==> config.mk <==
export PLATFORM = sky130hd
export DESIGN_NAME = midi_button_encoder
export DESIGN_NICKNAME = d
export VERILOG_FILES = /design/src/rtl/midi_button_encoder.sv
export SDC_FILE = /design/constraint.sdc
export NUM_CORES = 1
export LEC_CHECK = 0
export ABC_AREA = 1
export BUFFER_PORTS_ARGS = -buffer_cell sky130_fd_sc_hd__buf_2
export CELL_PAD_IN_SITES_DETAIL_PLACEMENT = 0
export CELL_PAD_IN_SITES_GLOBAL_PLACEMENT = 1
export CORE_ASPECT_RATIO = 2
export CORE_MARGIN = 8
export CORE_UTILIZATION = 40
export CTS_BUF_LIST = sky130_fd_sc_hd__clkbuf_8
export CTS_CLUSTER_SIZE = 20
export DETAILED_ROUTE_END_ITERATION = 12
export GPL_TIMING_DRIVEN = 1
export PLACE_DENSITY_LB_ADDON = 0.1
export SYNTH_ARGS = -nofsm -noshare
export SYNTH_HDL_FRONTEND = slang
export SYNTH_SLANG_ARGS = --single-unit
==> constraint.sdc <==
create_clock -name clk -period 1.8 [get_ports clk]
set_input_delay 0.36 -clock clk [delete_from_list [all_inputs] [get_ports clk]]
set_output_delay 0.36 -clock clk [all_outputs]
set_load 0.01 [all_outputs]
==> src/rtl/midi_button_encoder.sv <==
// Turns debounced button press pulses into MIDI Note On messages over a valid/ready byte link.
// Optional build macro MIDI_RUNNING_STATUS_EN drops repeated status bytes (running status).
module midi_button_encoder #(
  parameter int NUM_BTN    = 4,
  parameter int CHANNEL    = 0,
  parameter int BASE_NOTE  = 60,
  parameter int VELOCITY   = 100,
  parameter int FIFO_DEPTH = 4
) (
  input  logic               clk,
  input  logic               rst,
  input  logic [NUM_BTN-1:0] btn_raised,
  output logic [7:0]         tx_data,
  output logic               tx_valid,
  input  logic               tx_ready,
  output logic               overflow,
  output logic               busy
);

  localparam int AW = $clog2(FIFO_DEPTH);
  localparam logic [7:0] STATUS_BYTE = {4'h9, 4'(CHANNEL)};
  localparam logic [7:0] VEL_BYTE    = {1'b0, 7'(VELOCITY)};

  typedef enum logic [1:0] {IDLE, STATUS, NOTE, VEL} state_t;

  state_t             state_q, state_d;
  logic [NUM_BTN-1:0] pending_q, pending_d, clr_mask, drop_mask;
  logic [AW:0]        wr_ptr_q, rd_ptr_q;
  logic [3:0]         fifo_mem [FIFO_DEPTH];
  logic [3:0]         fifo_head, idx_q, idx_d, grant_idx;
  logic               grant_vld, push, pop, fifo_empty, fifo_full, hs;
  logic [7:0]         tx_data_q, tx_data_d;
  logic               tx_valid_q, tx_valid_d, overflow_q, busy_q, busy_d;
`ifdef MIDI_RUNNING_STATUS_EN
  logic [7:0]         last_status_q, last_status_d;
`endif

  function automatic logic [7:0] note_byte(input logic [3:0] idx);
    return {1'b0, 7'(BASE_NOTE) + 7'(idx)};
  endfunction

  // Fixed-priority grant: lowest set pending bit wins.
  always_comb begin
    grant_vld = 1'b0;
    grant_idx = '0;
    for (int i = NUM_BTN - 1; i >= 0; i--) begin
      if (pending_q[i]) begin
        grant_vld = 1'b1;
        grant_idx = 4'(i);
      end
    end
  end

  assign fifo_empty = (wr_ptr_q == rd_ptr_q);
  assign fifo_full  = (wr_ptr_q[AW] != rd_ptr_q[AW]) && (wr_ptr_q[AW-1:0] == rd_ptr_q[AW-1:0]);
  assign fifo_head  = fifo_mem[rd_ptr_q[AW-1:0]];
  assign push       = grant_vld && !fifo_full;

  generate
    for (genvar gi = 0; gi < NUM_BTN; gi++) begin : g_pend
      assign clr_mask[gi]  = push && (grant_idx == 4'(gi));
      assign drop_mask[gi] = btn_raised[gi] && pending_q[gi] && !clr_mask[gi];
      assign pending_d[gi] = btn_raised[gi] || (pending_q[gi] && !clr_mask[gi]);
    end
  endgenerate

  assign hs     = tx_valid_q && tx_ready;
  assign busy_d = (|pending_q) || !fifo_empty || (state_q != IDLE);

  always_comb begin
    state_d    = state_q;
    idx_d      = idx_q;
    tx_valid_d = tx_valid_q;
    tx_data_d  = tx_data_q;
    pop        = 1'b0;
`ifdef MIDI_RUNNING_STATUS_EN
    last_status_d = last_status_q;
`endif
    case (state_q)
      IDLE: begin
        if (!fifo_empty) begin
          pop        = 1'b1;
          idx_d      = fifo_head;
          tx_valid_d = 1'b1;
`ifdef MIDI_RUNNING_STATUS_EN
          if (last_status_q == STATUS_BYTE) begin
            state_d   = NOTE;
            tx_data_d = note_byte(fifo_head);
          end else begin
            state_d   = STATUS;
            tx_data_d = STATUS_BYTE;
          end
`else
          state_d   = STATUS;
          tx_data_d = STATUS_BYTE;
`endif
        end
      end
      STATUS: begin
        if (hs) begin
          state_d   = NOTE;
          tx_data_d = note_byte(idx_q);
`ifdef MIDI_RUNNING_STATUS_EN
          last_status_d = STATUS_BYTE;
`endif
        end
      end
      NOTE: begin
        if (hs) begin
          state_d   = VEL;
          tx_data_d = VEL_BYTE;
        end
      end
      VEL: begin
        if (hs) begin
          state_d    = IDLE;
          tx_valid_d = 1'b0;
        end
      end
      default: begin
        state_d    = IDLE;
        tx_valid_d = 1'b0;
      end
    endcase
  end

  // Queue storage carries no reset; only the pointers define its contents.
  always_ff @(posedge clk) begin
    if (push) fifo_mem[wr_ptr_q[AW-1:0]] <= grant_idx;
  end

  always_ff @(posedge clk) begin
    if (!rst) begin
      state_q    <= IDLE;
      pending_q  <= '0;
      wr_ptr_q   <= '0;
      rd_ptr_q   <= '0;
      idx_q      <= '0;
      tx_data_q  <= 8'h00;
      tx_valid_q <= 1'b0;
      overflow_q <= 1'b0;
      busy_q     <= 1'b0;
`ifdef MIDI_RUNNING_STATUS_EN
      last_status_q <= 8'h00;
`endif
    end else begin
      state_q    <= state_d;
      pending_q  <= pending_d;
      wr_ptr_q   <= wr_ptr_q + (AW + 1)'(push);
      rd_ptr_q   <= rd_ptr_q + (AW + 1)'(pop);
      idx_q      <= idx_d;
      tx_data_q  <= tx_data_d;
      tx_valid_q <= tx_valid_d;
      overflow_q <= |drop_mask;
      busy_q     <= busy_d;
`ifdef MIDI_RUNNING_STATUS_EN
      last_status_q <= last_status_d;
`endif
    end
  end

  assign tx_data  = tx_data_q;
  assign tx_valid = tx_valid_q;
  assign overflow = overflow_q;
  assign busy     = busy_q;

endmodule
==> results of run 1 <==
==> kinds of logic after synthesis <==
| logic type | count (synthesis) | share of synthesized area, % |
|---|---|---|
| compound gates | 23 | 7.91 |
| xor+xnor | 3 | 1.71 |
| fa+ha+maj | 12 | 9.79 |
| buf+inv | 31 | 7.91 |
| flops | 32 | 47.0 |
| simple gates | 94 | 25.7 |
==> synth_stat cells <==
library cell | n | area share, %
edfxtp_1 | 8 | 16
nor2_1 | 39 | 9.5
buf_2 | 1 | 0.33
nand2_1 | 39 | 9.5
clkinv_1 | 1 | 0.24
buf_4 | 1 | 0.49
nand3_2 | 1 | 0.65
nand2_4 | 2 | 1.5
a21oi_1 | 7 | 2.3
dfxtp_1 | 24 | 31
a21oi_2 | 1 | 0.57
inv_1 | 27 | 6.6
xnor2_1 | 3 | 1.7
o22ai_1 | 2 | 0.82
nor2_2 | 1 | 0.41
ha_1 | 12 | 9.8
nor3_1 | 4 | 1.3
nand3_1 | 6 | 2.0
o21ai_0 | 12 | 3.9
nand4_1 | 2 | 0.82
o21ai_1 | 1 | 0.33
inv_2 | 1 | 0.24
==> area by class of cell <==
cell class | count | area, um2
clock buffer | 5 | 68.8
clock inverter | 3 | 37.5
fill | 425 | 1960
inverter | 29 | 109
multi-input combinational | 132 | 692
sequential | 32 | 727
tap | 51 | 63.8
timing repair buffer | 20 | 108
==> per-stage QoR <==
step | instances | setup WS, ns | area (um2) | total power [mW]
6_report | 272 | 0.186 | 1810 | 2.84
3_3_place_gp | 264 | 0.115 | 1690 | 2.18
2_1_floorplan | 195 | 0.220 | 1530 | 1.87
4_1_cts | 272 | 0.103 | 1800 | 2.87
3_5_place_dp | 264 | 0.113 | 1690 | 2.19
5_1_grt | 272 | 0.00785 | 1810 | 3.13
==> worst max-delay path: cells and delay by family (launching register included) <==
family	cells	cell delay, ns
adder cells (fa/ha/maj)	3	0.64
flip-flops	1	0.37
buffers and inverters	2	0.20
AND/OR/NAND/NOR	2	0.17
XOR/XNOR	1	0.13
==> registers in the layout, indices dropped and copies added, names as in the netlist <==
signal and cells:
tx_valid 1, state_q 2, tx_data 7, rd_ptr_q 3
overflow 1, idx_q 2, wr_ptr_q 3, pending_q 4
fifo_mem 8, busy 1
==> per-layer routing <==
metal  routed length, um  vias to the layer above  share of wire (%)
li1                    -                      664                  -
met1                1430                      542                 48
met2                1380                       14                 46
met3                 120                        5                4.0
met4                  79                        0                2.6
met5                   0                        -                  0
==> placed cells by master, fill, tap and decap left out <==
master and instances:
nand3_2 1, inv_2 2, clkinv_1 3, a21oi_2 1
nand4_1 2, buf_2 17, inv_1 26, nand2_4 2
ha_1 12, clkbuf_8 5, buf_4 3, dfxtp_1 19
nand2_1 39, a21oi_1 7, o21ai_0 12, nand3_1 6
nor3_1 4, dfxtp_2 5, o22ai_1 2, edfxtp_1 8
nor2_2 1, o21ai_1 1, bufinv_16 1, xnor2_1 3
nor2_1 39
==> where the power goes <==
| part | total [mW] | leakage (nW) | internal, mW | switching, mW |
|---|---|---|---|---|
| Combinational | 1.12 | 0.571 | 0.428 | 0.696 |
| Sequential | 1.04 | 0.276 | 0.926 | 0.118 |
| Clock | 0.667 | 0.0532 | 0.403 | 0.264 |
==> worst min-delay path by stage <==
stage / end
floorplan: idx_q[0]
CTS: pending_q[0]
detailed placement: tx_data[0]
finish: pending_q[3]
global placement: tx_data[7]
global route: pending_q[0]
==> run metrics, run 1 <==
via/cell ratio=4.50; HP Start=btn_raised[3]; unrepaired setup endpoints after global routing=no; CP Class=reg -> reg; GR Util met2=between 10% and 20%; initial DRC count=17; drt first pass iters=4; # diodes=0; Root Driver=clkbuf_8; sequential element share of the synthesized area=between 40 and 50%; Avg Cell Area, Syn=approximately 7.9 um2; Cell variety after synth=22; max incr delay on CP=between 0.3 and 0.4 ns; Worst-path clk slew=0.07 ns; slew of the pin with the lowest slew margin=approximately 0.4 ns; worst reg2reg path endpoint=rd_ptr_q[2]; setup tns final=0 ns; vias post-DR=1225; FP Rows=32; WHS=0.292 ns; GR Overflow Total=0; TritonCTS clock tree=built; crit path max fanout=5; vias in the first global route=1243; #FFs+latches synth=32; Total GRT Usage=between 10 and 15%; synthesized area=1530 um2; clk sinks=32; GPL Wtd Cong=slightly below 0.8; Critical path origin=state_q[0]; total setup buffers inserted after CTS=0; worst vdd ir=668 uV; DRC viols=0; Worst Hold Class=in -> reg; minimum clock period=approximately 1.6 ns; fmax=approximately 620 MHz; Worst Setup Start Kind=flip-flop; endpoints failing hold=0; WP data required=about 2.0 ns; largest net degree at the start of global routing=17; WL final=~3000 um; R2R setup slack=0.19 ns; Resized Gates After CTS=0; Final Util=between 40% and 50%; GRT busiest layer=met2; Critical Path AT=approximately 1.8 ns; post-route ant nets=0; met1 Resource Use GR=around an eighth; met3 Use GR=between 4 and 5%; Max-cap violations=0; P_leak=0.900 nW; worst hold path cell count=3; first-pass GRT wire length=~5400 um; width of the die=59.8 um; synthesized netlist cell count=just under 200; status=finished, final reports clean; IO Pins=18; Synth Warn #=0; die extent in y=104 um; Rel. slew slack=around three quarters; fin. max-slew vios=0; period utilization=89.6%; clk_lat worst skew=0.29 ns; core area=roughly 3800 um2; total die area=around 6200 um2; PD cells=about 1600 nW/um2; final setup fails=0; area grow syn2layout=17.7%; HPWL Detailed=~2200 um; H-tree levels=2; ordered list of cells on the worst path=inv_1 -> ha_1 -> nand2_1 -> inv_1 -> ha_1 -> ha_1 -> xnor2_1 -> nor2_1; IO buf count=17; starting density of the core=between 40% and 50%; share of layout cells above drive strength 1=between 15 and 20%; Clock Skews=about 0.0027 ns; CTS max path bufs=2; crit path to=rd_ptr_q[2]; Crit. End Element=flip-flop; crit path max-delay cell type=dfxtp_2; worst reg2reg path depth=8; Num CTS Buffers=5; FF-to-FF Start=state_q[0]; number of hold buffers added after CTS=0; initial antenna violation count=0; syn_nets=214; WL per Instance=roughly 11 um; final net count=around 240; CP most frequent cell=ha_1
No activity file was read; power rests on OpenSTA's default activity.
==> inputs of run 2 (changes only) <==
--- a/config.mk
+++ b/config.mk
@@ -7,5 +7,5 @@
 export LEC_CHECK = 0
 export ABC_AREA = 1
-export BUFFER_PORTS_ARGS = -buffer_cell sky130_fd_sc_hd__buf_2
+export BUFFER_PORTS_ARGS = -buffer_cell sky130_fd_sc_hd__buf_4
 export CELL_PAD_IN_SITES_DETAIL_PLACEMENT = 0
 export CELL_PAD_IN_SITES_GLOBAL_PLACEMENT = 1
==> constraint.sdc (replaced) <==
create_clock -name clk -period 1.8 [get_ports clk]
set_input_delay 0.18 -clock clk [delete_from_list [all_inputs] [get_ports clk]]
set_output_delay 0.18 -clock clk [all_outputs]
set_load 0.01 [all_outputs]
==> run metrics, run 2 (synthesis results as in run 1) <==
total die area=6190 um2 (unchanged); WP data required=1.97 ns (about the same); Clock Power Share=23.1% (-0.4 points); final instance area=1860 um2 (+3.0%); commonest non-fill, non-tap cells in the layout=39 x nand2_1, 39 x nor2_1, 27 x inv_1; ordered list of cells on the worst path=inv_1 -> nand2_1 -> nand2_1 -> nand2_1 -> nor2_4 -> inv_1 -> nand2_1 -> inv_1 -> ha_1 -> ha_1 -> xnor2_1 -> nor2_1; clk sinks=32 (unchanged); Worst Hold Class=in -> reg; sw frac=37.8% (-0.22 points); vias post-DR=1225 (unchanged); crit path max-delay cell type=dfxtp_1; fin. max-slew vios=0 (unchanged); area grow syn2layout=21.2%; IO buf count=17 (unchanged); TritonCTS clock tree=built; post-route ant nets=0 (unchanged); Clock Skews=0.00509 ns (+0.00242 ns); HPWL Detailed=2270 um (+1.3%); DRC viols=0 (unchanged); status=finished, final reports clean; largest net degree at the start of global routing=17 (unchanged); clk_lat worst skew=0.28 ns (about the same); vias in the first global route=1192 (-4.1%); FP Rows=32 (unchanged); share of layout cells above drive strength 1=16.7% (-0.45 points); final setup fails=0 (unchanged); Crit. End Element=flip-flop; Critical Path AT=1.81 ns (+0.02 ns); fmax=611 MHz (-1.4%); PD cells=1560 nW/um2 (-0.97%); final net count=239 (unchanged); endpoints failing hold=0 (unchanged); CP Class=reg -> reg; first-pass GRT wire length=5290 um (-2.0%); Rel. slew slack=75.8% (+2.7 points); placed cell area=1740 um2 (+2.5%); CP most frequent cell=nand2_1; Layout Cells excl Fill=272 (unchanged); Max-cap violations=0 (unchanged); period utilization=90.9% (+1.3 points); Pint=1.80 mW (+2.3%); NetSw=1.09 mW (+1.4%); slew of the pin with the lowest slew margin=0.360 ns (-0.0400 ns); GPL Wtd Cong=0.779 (+0.72%); WL final=3090 um (+2.6%); IO Pins=18 (unchanged); initial DRC count=17 (unchanged); number of hold buffers added after CTS=0 (unchanged); core area=3760 um2 (unchanged); Root Driver=clkbuf_8; Worst-path clk slew=0.07 ns (about the same); WL per Instance=11.4 um (+2.6%); H-tree levels=2 (unchanged); combinational share of power=40.6% (+0.9 points); max reg flops=8 (unchanged); P_leak=0.913 nW (+1.4%); initial antenna violation count=0 (unchanged); # diodes=0 (unchanged); CTS max path bufs=2 (unchanged); fillers=411 (-3.3%); width of the die=59.8 um (unchanged); worst vdd ir=767 uV (+15%); max incr delay on CP=0.35 ns (-0.02 ns); minimum clock period=1.64 ns (+0.0232 ns); sequential power share=36.3% (-0.5 points); drt first pass iters=4 (unchanged); via/cell ratio=4.50 (unchanged); Num CTS Buffers=5 (unchanged); crit path max fanout=5 (unchanged); die extent in y=104 um (unchanged); starting density of the core=40.8% (unchanged); GR Overflow Total=0 (unchanged); Total GRT Usage=11.1% (-0.30 points); Worst Setup Start Kind=flip-flop; DP Cell Count=264 (unchanged)
[run 2: cell types whose count changed in the layout (fill, tap and decap cells not counted)]
cell	previous run	this run
buf_2	17	0
buf_4	3	20
dfxtp_1	19	20
dfxtp_2	5	4
inv_1	26	27
inv_2	2	1
nor2_2	1	0
nor2_4	0	1
xnor2_1	3	2
xnor2_2	0	1
[run 2: final timing paths]
check,startpoint,endpoint,slack (ns),cells past startpoint
worst max-delay path,wr_ptr_q[1],rd_ptr_q[2],0.16,12
worst min-delay path,btn_raised[2],pending_q[2],0.11,3
worst max register to register,wr_ptr_q[1],rd_ptr_q[2],0.16,12
worst min register to register,tx_data[7],tx_data[7],0.47,2
[run 2: power groups by stage]
stage               Sequential (mW)  Combinational (mW)  Clock [mW]
global route                   1.08                1.37       0.721
detailed placement             1.06                1.17           0
CTS                            1.04                1.18       0.693
global placement               1.05                1.16           0
floorplan                      1.07               0.808           0
finish                         1.05                1.17       0.667
[run 2: what timing repair did]
action / CTS / global route
resized for setup: 0 / 6
setup endpoints to repair: 0 / 8
buffers inserted: 0 / 0
[run 2: metrics by stage]
step / hold slack [ns] / utilization (%) / total power [mW] / setup TNS [ns] / worst slack, ns
detailed placement: 0.400 / 46.1 / 2.23 / 0 / 0.0878
CTS: 0.101 / 48.9 / 2.91 / 0 / 0.0692
finish: 0.112 / 49.4 / 2.89 / 0 / 0.163
floorplan: 0.297 / - / 1.87 / 0 / 0.220
global placement: 0.396 / 46.1 / 2.21 / 0 / 0.132
global route: 0.111 / 49.4 / 3.17 / -0.0111 / -0.0111
[run 2: area by class of cell]
class	instances	area [um2]	share of cell area, %
flip-flops and latches	32	726	39.0
multi-input cells	132	704	37.9
repair buffers	20	150	8.08
inverters	29	109	5.85
clock buffers	5	68.8	3.70
well taps	51	63.8	3.43
clock inverters	3	37.5	2.02
[run 2: critical path: cells and delay by family, from the launching register on]
kind	cells	cell delay (ns)
xor+xnor	1	0.13
fa+ha+maj	2	0.36
buf+inv	3	0.22
flops	1	0.35
simple gates	6	0.47
[run 2: layer usage]
metal / up-vias / share of wire, % / global-route usage [%]
met4: 0 / 2.8 / 7.23
met1: 543 / 47 / 13.2
met5: - / 0 / 0
met3: 6 / 3.4 / 2.97
met2: 14 / 47 / 16.6
li1: 662 / - / -
